`config.mk`:
```
export PLATFORM = sky130hd
export DESIGN_NAME = ps2_receiver_flat
export DESIGN_NICKNAME = d
export VERILOG_FILES = /design/src/rtl/ps2_receiver_if.sv /design/src/rtl/ps2_receiver.sv /design/src/flat_wrapper.sv
export SDC_FILE = /design/constraint.sdc
export NUM_CORES = 1
export LEC_CHECK = 0
export ABC_AREA = 1
export CORE_ASPECT_RATIO = 0.8
export CORE_MARGIN = 8
export CORE_UTILIZATION = 55
export DETAILED_ROUTE_END_ITERATION = 10
export GPL_ROUTABILITY_DRIVEN = 0
export PLACE_DENSITY_LB_ADDON = 0.2
export SLEW_MARGIN = 25
export SYNTH_ARGS = -nofsm -noshare
export SYNTH_HDL_FRONTEND = slang
export SYNTH_SLANG_ARGS = --single-unit
```
`constraint.sdc`:
```
create_clock -name clock -period 2 [get_ports clock]
set_input_delay 0.4 -clock clock [delete_from_list [all_inputs] [get_ports clock]]
set_output_delay 0.4 -clock clock [all_outputs]
set_load 0.03 [all_outputs]
```
`src/rtl/ps2_receiver_if.sv`:
```
// PS/2 receiver bundle: raw keyboard lines in, decoded scan code and status out.
interface ps2_receiver_if;
  logic       ps2_clk;
  logic       ps2_data;
  logic [7:0] ps2_info;
  logic       ps2_enable;
  logic       frame_error;
  logic       busy;

  // Receiver side: samples the keyboard lines and produces the decoded byte.
  modport slave (
    input  ps2_clk,
    input  ps2_data,
    output ps2_info,
    output ps2_enable,
    output frame_error,
    output busy
  );

  // Keyboard/consumer side: drives the lines and observes the decoded byte.
  modport master (
    output ps2_clk,
    output ps2_data,
    input  ps2_info,
    input  ps2_enable,
    input  frame_error,
    input  busy
  );
endinterface

```
`src/rtl/ps2_receiver.sv`:
```
// PS/2 keyboard receiver: synchronizes the raw lines, decodes 11-bit frames,
// checks odd parity and stop bit, filters break/extended prefixes and
// abandons stalled frames after TIMEOUT system clocks.
//
// state  | meaning
// IDLE   | waiting for a start bit (data 0 on a falling edge)
// DATA   | shifting in 8 data bits, LSB first
// PARITY | next edge carries the parity bit
// STOP   | next edge carries the stop bit; frame is judged here
module ps2_receiver #(
  parameter int TIMEOUT      = 50000,
  parameter bit FILTER_BREAK = 1'b1
) (
  input logic           clock,
  input logic           reset,
  ps2_receiver_if.slave bus
);

  localparam int CW = $clog2(TIMEOUT + 1);
  localparam logic [CW-1:0] TIMEOUT_LAST = CW'(TIMEOUT - 1);

  typedef enum logic [1:0] {IDLE, DATA, PARITY, STOP} state_t;

  state_t        state;
  logic          clk_s1, clk_s2, clk_prev;
  logic          data_s1, data_s2;
  logic [7:0]    shift;
  logic [2:0]    bit_cnt;
  logic          parity_bit;
  logic          break_pending;
  logic [CW-1:0] timeout_cnt;
  logic          fall;
  logic          frame_ok;

  assign fall     = clk_prev & ~clk_s2;
  assign frame_ok = (^{shift, parity_bit}) & data_s2;
  assign bus.busy = (state != IDLE);

  // Two-flop synchronizers plus previous-clock register; lines idle high.
  always_ff @(posedge clock or negedge reset) begin
    if (!reset) begin
      clk_s1   <= 1'b1;
      clk_s2   <= 1'b1;
      clk_prev <= 1'b1;
      data_s1  <= 1'b1;
      data_s2  <= 1'b1;
    end else begin
      clk_s1   <= bus.ps2_clk;
      clk_s2   <= clk_s1;
      clk_prev <= clk_s2;
      data_s1  <= bus.ps2_data;
      data_s2  <= data_s1;
    end
  end

  // Frame decoder, break filter and stall timeout with registered strobes.
  always_ff @(posedge clock or negedge reset) begin
    if (!reset) begin
      state           <= IDLE;
      shift           <= 8'h00;
      bit_cnt         <= 3'd0;
      parity_bit      <= 1'b0;
      break_pending   <= 1'b0;
      timeout_cnt     <= '0;
      bus.ps2_info    <= 8'h00;
      bus.ps2_enable  <= 1'b0;
      bus.frame_error <= 1'b0;
    end else begin
      bus.ps2_enable  <= 1'b0;
      bus.frame_error <= 1'b0;

      if (state == IDLE) begin
        timeout_cnt <= '0;
        if (fall && !data_s2) begin
          state   <= DATA;
          bit_cnt <= 3'd0;
        end
      end else if (fall) begin
        timeout_cnt <= '0;
        case (state)
          DATA: begin
            shift   <= {data_s2, shift[7:1]};
            bit_cnt <= bit_cnt + 3'd1;
            if (bit_cnt == 3'd7) state <= PARITY;
          end
          PARITY: begin
            parity_bit <= data_s2;
            state      <= STOP;
          end
          STOP: begin
            state <= IDLE;
            if (!frame_ok) begin
              bus.frame_error <= 1'b1;
            end else if (!FILTER_BREAK) begin
              bus.ps2_info   <= shift;
              bus.ps2_enable <= 1'b1;
            end else if (shift == 8'hE0) begin
              // extended prefix carries no key information on its own
            end else if (shift == 8'hF0) begin
              break_pending <= 1'b1;
            end else if (break_pending) begin
              break_pending <= 1'b0;
            end else begin
              bus.ps2_info   <= shift;
              bus.ps2_enable <= 1'b1;
            end
          end
          default: state <= IDLE;
        endcase
      end else if (timeout_cnt == TIMEOUT_LAST) begin
        state           <= IDLE;
        shift           <= 8'h00;
        bit_cnt         <= 3'd0;
        timeout_cnt     <= '0;
        bus.frame_error <= 1'b1;
      end else begin
        timeout_cnt <= timeout_cnt + 1'b1;
      end
    end
  end

endmodule

```
`src/flat_wrapper.sv`:
```
// flat-port wrapper written by rule: the top's interface ports become plain ports
module ps2_receiver_flat 
#(
  parameter int TIMEOUT      = 50000,
  parameter bit FILTER_BREAK = 1'b1
)
  (clock, reset, bus_ps2_clk, bus_ps2_data, bus_ps2_info, bus_ps2_enable, bus_frame_error, bus_busy);
  ps2_receiver_if bus_i ();
  input logic clock;
  input logic reset;
  input wire logic [$bits(bus_i.ps2_clk)-1:0] bus_ps2_clk;
  input wire logic [$bits(bus_i.ps2_data)-1:0] bus_ps2_data;
  output wire logic [$bits(bus_i.ps2_info)-1:0] bus_ps2_info;
  output wire logic [$bits(bus_i.ps2_enable)-1:0] bus_ps2_enable;
  output wire logic [$bits(bus_i.frame_error)-1:0] bus_frame_error;
  output wire logic [$bits(bus_i.busy)-1:0] bus_busy;
  assign bus_i.ps2_clk = bus_ps2_clk;
  assign bus_i.ps2_data = bus_ps2_data;
  assign bus_ps2_info = bus_i.ps2_info;
  assign bus_ps2_enable = bus_i.ps2_enable;
  assign bus_frame_error = bus_i.frame_error;
  assign bus_busy = bus_i.busy;
  ps2_receiver #(.TIMEOUT(TIMEOUT), .FILTER_BREAK(FILTER_BREAK)) u_core (.clock(clock), .reset(reset), .bus(bus_i));
endmodule
```
==> out/results.tsv, run 1 <==
stage	metric	value	unit
layout	stdcell_count	360	
route	ant_nets	0	
global_route	overflow	0	
synth	synth_area	2391	µm²
floorplanning	die_height	74.98	µm
synth	synthMuxAreaShare	0	%
clock_network	cts_buffers	5	
floorplanning	core_region_area	4178	µm²
setup_path	arrival	1.43	ns
setup_path	rr_worst_depth	9	
setup_path	reg2reg_slack	0.22	ns
pwr	ir_drop	0.6895	mV
place	hpwlAfterDp	3318	µm
pwr	power_density	938.8	nW/µm²
layout	syn2layout_area_growth	12.56	%
setup_path	required	1.60	ns
sta	fin_worst_skew	0.01259	ns
global_route	top_usage_layer	met2	
route	wl_per_cell	12.45	µm
route	firstDrtPassIters	4	
clock_network	clk_latency	0.30	ns
clock_network	cts_root_buf	clkbuf_8	
global_route	antenna_found_initial	0	
global_route	grt_use_met3	3.586	%
setup_path	crit_path_top_delay_cell	dfrtp_1	
floorplanning	initial_utilization	57.23	%
synth	synthArstFlopShare	100.0	%
clock_network	cts.htree.levels	2	
pwr	pwr-share-seq	43.5	%
clock_network	cts_setup_buffers	0	
global_route	grt_pass1_wl	7845	µm
min_path	hp-class	input port to async pin	
synth	synth_top_family_by_area	simple AND/OR/NAND/NOR gates	
floorplanning	rows	21	
clock_network	cts.clk_slew.worst_paths	0.08	ns
synth	synth_commonest_cells	nand2_1, dfrtp_1, inv_1, nor2_1, a21oi_1	
place	place_inst	352	
pwr	p_leak	1.274	nW
synth	yosysWarnings	0	
sta	fmax	547.5	MHz
clock_network	cts_tree	done	
synth	ys_types	30	
sta	finalHoldViolations	0	
layout	fillers	358	
synth	postSynthCellCount	283	
outcome	status	complete, no violations	
sta	relSlewSlack	62.23	%
route	routed_via_density	5.092	
global_route	met2_usage	23.62	%
setup_path	reg2reg_to	u_core.bus.ps2_info[0]	
job	max-cap-violations	0	
setup_path	criticalPathCategory	flip-flop to primary output	
setup_path	crit_chain	inv_1 -> ha_1 -> inv_2 -> buf_4	
setup_path	cp_max_fo	5	
layout	drive_gt1_share	13.20	%
clock_network	clockBufferDepth	2	
global_route	track_usage	14.54	%
sta	final.setup.tns	0	ns
clock_network	cts_resized	0	
floorplanning	ios	15	
setup_path	crit_path_start	u_core.state[0]	
synth	ys_ff_latch	46	
pwr	clkPwrFrac	26.6	%
synth	synth_top_cell_by_area	dfrtp_1	
setup_path	crit_path_max_incr_delay	0.41	ns
floorplanning	dieArea	6726	µm²
global_route	gr-usage-met1	18.55	%
sta	worst_pin_slew	0.5666	ns
pwr	pwr-share-comb	29.9	%
floorplanning	die_w	89.72	µm
global_route	grt_max_degree	47	
synth	synth.most_common_cell	nand2_1	
clock_network	cts_hold_buf	0	
sta	period_needed	1.827	ns
sta	finalMaxSlewViolations	0	
global_route	first_global_vias	1725	
route	wl	4481	µm
setup_path	rr_startpoint	u_core.clk_prev	
synth	yosysTopAreaCellShare	42.91	%
route	first_iter_violations	102	
sta	rsz0062_at_grt	false	
synth	synth_compound_area_share	8.320	%
pwr	power.internal	1.631	mW
synth	synthFlopType	dfrtp_1	
synth	synthXorXnorAreaFrac	0.7326	%
synth	ys_top_cells_by_area	dfrtp_1, nand2_1, dfstp_2, inv_1, nor2_1	
route	vias	1833	
layout	num_antenna_cells	0	
synth	synth-adder-area-share	4.186	%
place	placement.io_buffers	14	
synth	yosys.area_share.simple	32.13	%
synth	seq_area_frac_synth	48.40	%
clock_network	clock_sinks	46	
pwr	p_sw	0.8958	mW
synth	synth.net_count	295	
pwr	swShare	35.45	%
sta	setup_viol	0	
synth	synth_edf_count	0	
route	route.detailed.drc	0	
setup_path	critPathCaptureType	primary output	
synth	syn_avg_cell_area	8.449	µm²
sta	fin_crit_sh	91.33	%
setup_path	crit_path_start_kind	flip-flop	
layout	nets	314	
## cell families (layout without fill, tap and decap cells)
family                   count (synthesis)  after routing
adder cells (fa/ha/maj)                  8              8
buffers and inverters                   37             57
flip-flops                              46             46
AND/OR/NAND/NOR                        157            157
XOR/XNOR                                 2              2
AO/OA/AOI/OAI                           33             33
## stage by stage
stage	hold WS [ns]	power [mW]	instance area [µm²]	utilization, %	worst slack, ns
finish	0.1724	2.527	2691	64.42	0.1734
CTS	0.1924	2.542	2691	64.42	0.08449
global route	0.2289	2.702	2691	64.42	0.02111
detailed placement	0.3476	1.873	2585	61.87	0.2357
floorplan	0.1044	1.677	2391	-	0.4143
global placement	0.3458	1.861	2585	61.87	0.3516
## critical path: cells and delay by family, from the launching register on
kind	cells	cell delay [ns]
buffers and inverters	3	0.45
DFF	1	0.41
adders and majority gates	1	0.28
## layout make-up
type | count | area [µm²] | area share, %
Clock inverter | 1 | 30.03 | 1.116
Timing Repair Buffer | 16 | 147.6 | 5.486
Inverter | 33 | 123.9 | 4.603
Multi-Input combinational cell | 200 | 1085 | 40.31
Tap cell | 57 | 71.32 | 2.650
Clock buffer | 7 | 76.32 | 2.836
Sequential cell | 46 | 1157 | 43.00
## placed cells by master (no fill, tap or decap), drive strengths merged
cell type       n
ha              8
a21oi          11
nor3            8
a22oi           1
clkbuf          7
bufinv          1
o21a            1
xnor2           1
clkdlybuf4s50  12
nand3          13
dfstp           5
o21ai          13
inv            33
nand4          11
nand2          91
xor2            1
nor2           34
buf             4
o31ai           6
dfrtp          41
o211ai          1
## power by group through the flow
stage | Clock, mW | Combinational (mW) | Sequential, mW
6_report | 0.671 | 0.756 | 1.10
3_3_place_gp | 0 | 0.749 | 1.11
2_1_floorplan | 0 | 0.574 | 1.10
4_1_cts | 0.683 | 0.759 | 1.10
5_1_grt | 0.720 | 0.869 | 1.11
3_5_place_dp | 0 | 0.756 | 1.12
## per-layer routing
| layer | routed length, µm | share of wire [%] |
|---|---|---|
| met1 | 2254 | 50 |
| met2 | 1990 | 44 |
| met4 | 58 | 1.3 |
| met5 | 0 | 0 |
| met3 | 178 | 4.0 |
## flip-flops by register name (all words and copies together) (netlist names)
| register | count |
|---|---|
| u_core.bit_cnt | 3 |
| u_core.break_pending | 1 |
| u_core.bus.frame_error | 1 |
| u_core.bus.ps2_enable | 1 |
| u_core.bus.ps2_info | 8 |
| u_core.clk_prev | 1 |
| u_core.clk_s1 | 1 |
| u_core.clk_s2 | 1 |
| u_core.data_s1 | 1 |
| u_core.data_s2 | 1 |
| u_core.parity_bit | 1 |
| u_core.shift | 8 |
| u_core.state | 2 |
| u_core.timeout_cnt | 16 |
## worst max-delay path by stage
| stage | to | slack [ns] | depth (start not counted) |
|---|---|---|---|
| 5_1_grt | u_core.bus.ps2_info[0] | 0.02 | 9 |
| 2_1_floorplan | u_core.timeout_cnt[11] | 0.41 | 7 |
| 6_report | bus_busy | 0.17 | 4 |
| 3_3_place_gp | u_core.bus.ps2_info[2] | 0.35 | 9 |
| 3_5_place_dp | u_core.bus.ps2_info[5] | 0.24 | 9 |
| 4_1_cts | bus_busy | 0.08 | 4 |
(Power assumes the default switching activity.)
==> run 2, diff against run 1 <==
--- a/config.mk
+++ b/config.mk
@@ -10,7 +10,6 @@
 export CORE_MARGIN = 8
 export CORE_UTILIZATION = 55
 export DETAILED_ROUTE_END_ITERATION = 10
-export GPL_ROUTABILITY_DRIVEN = 0
 export PLACE_DENSITY_LB_ADDON = 0.2
 export SLEW_MARGIN = 25
 export SYNTH_ARGS = -nofsm -noshare
==> results of run 2 <==
No change in the layout: final DEF, timing and power equal those of run 1.
==> run 3, diff against run 2 <==
--- a/config.mk
+++ b/config.mk
@@ -10,6 +10,7 @@
 export CORE_MARGIN = 8
 export CORE_UTILIZATION = 55
 export DETAILED_ROUTE_END_ITERATION = 10
+export GPL_ROUTABILITY_DRIVEN = 0
 export PLACE_DENSITY_LB_ADDON = 0.2
 export SLEW_MARGIN = 25
 export SYNTH_ARGS = -nofsm -noshare
==> results of run 3 <==
No change in the layout: final DEF, timing and power equal those of run 1.
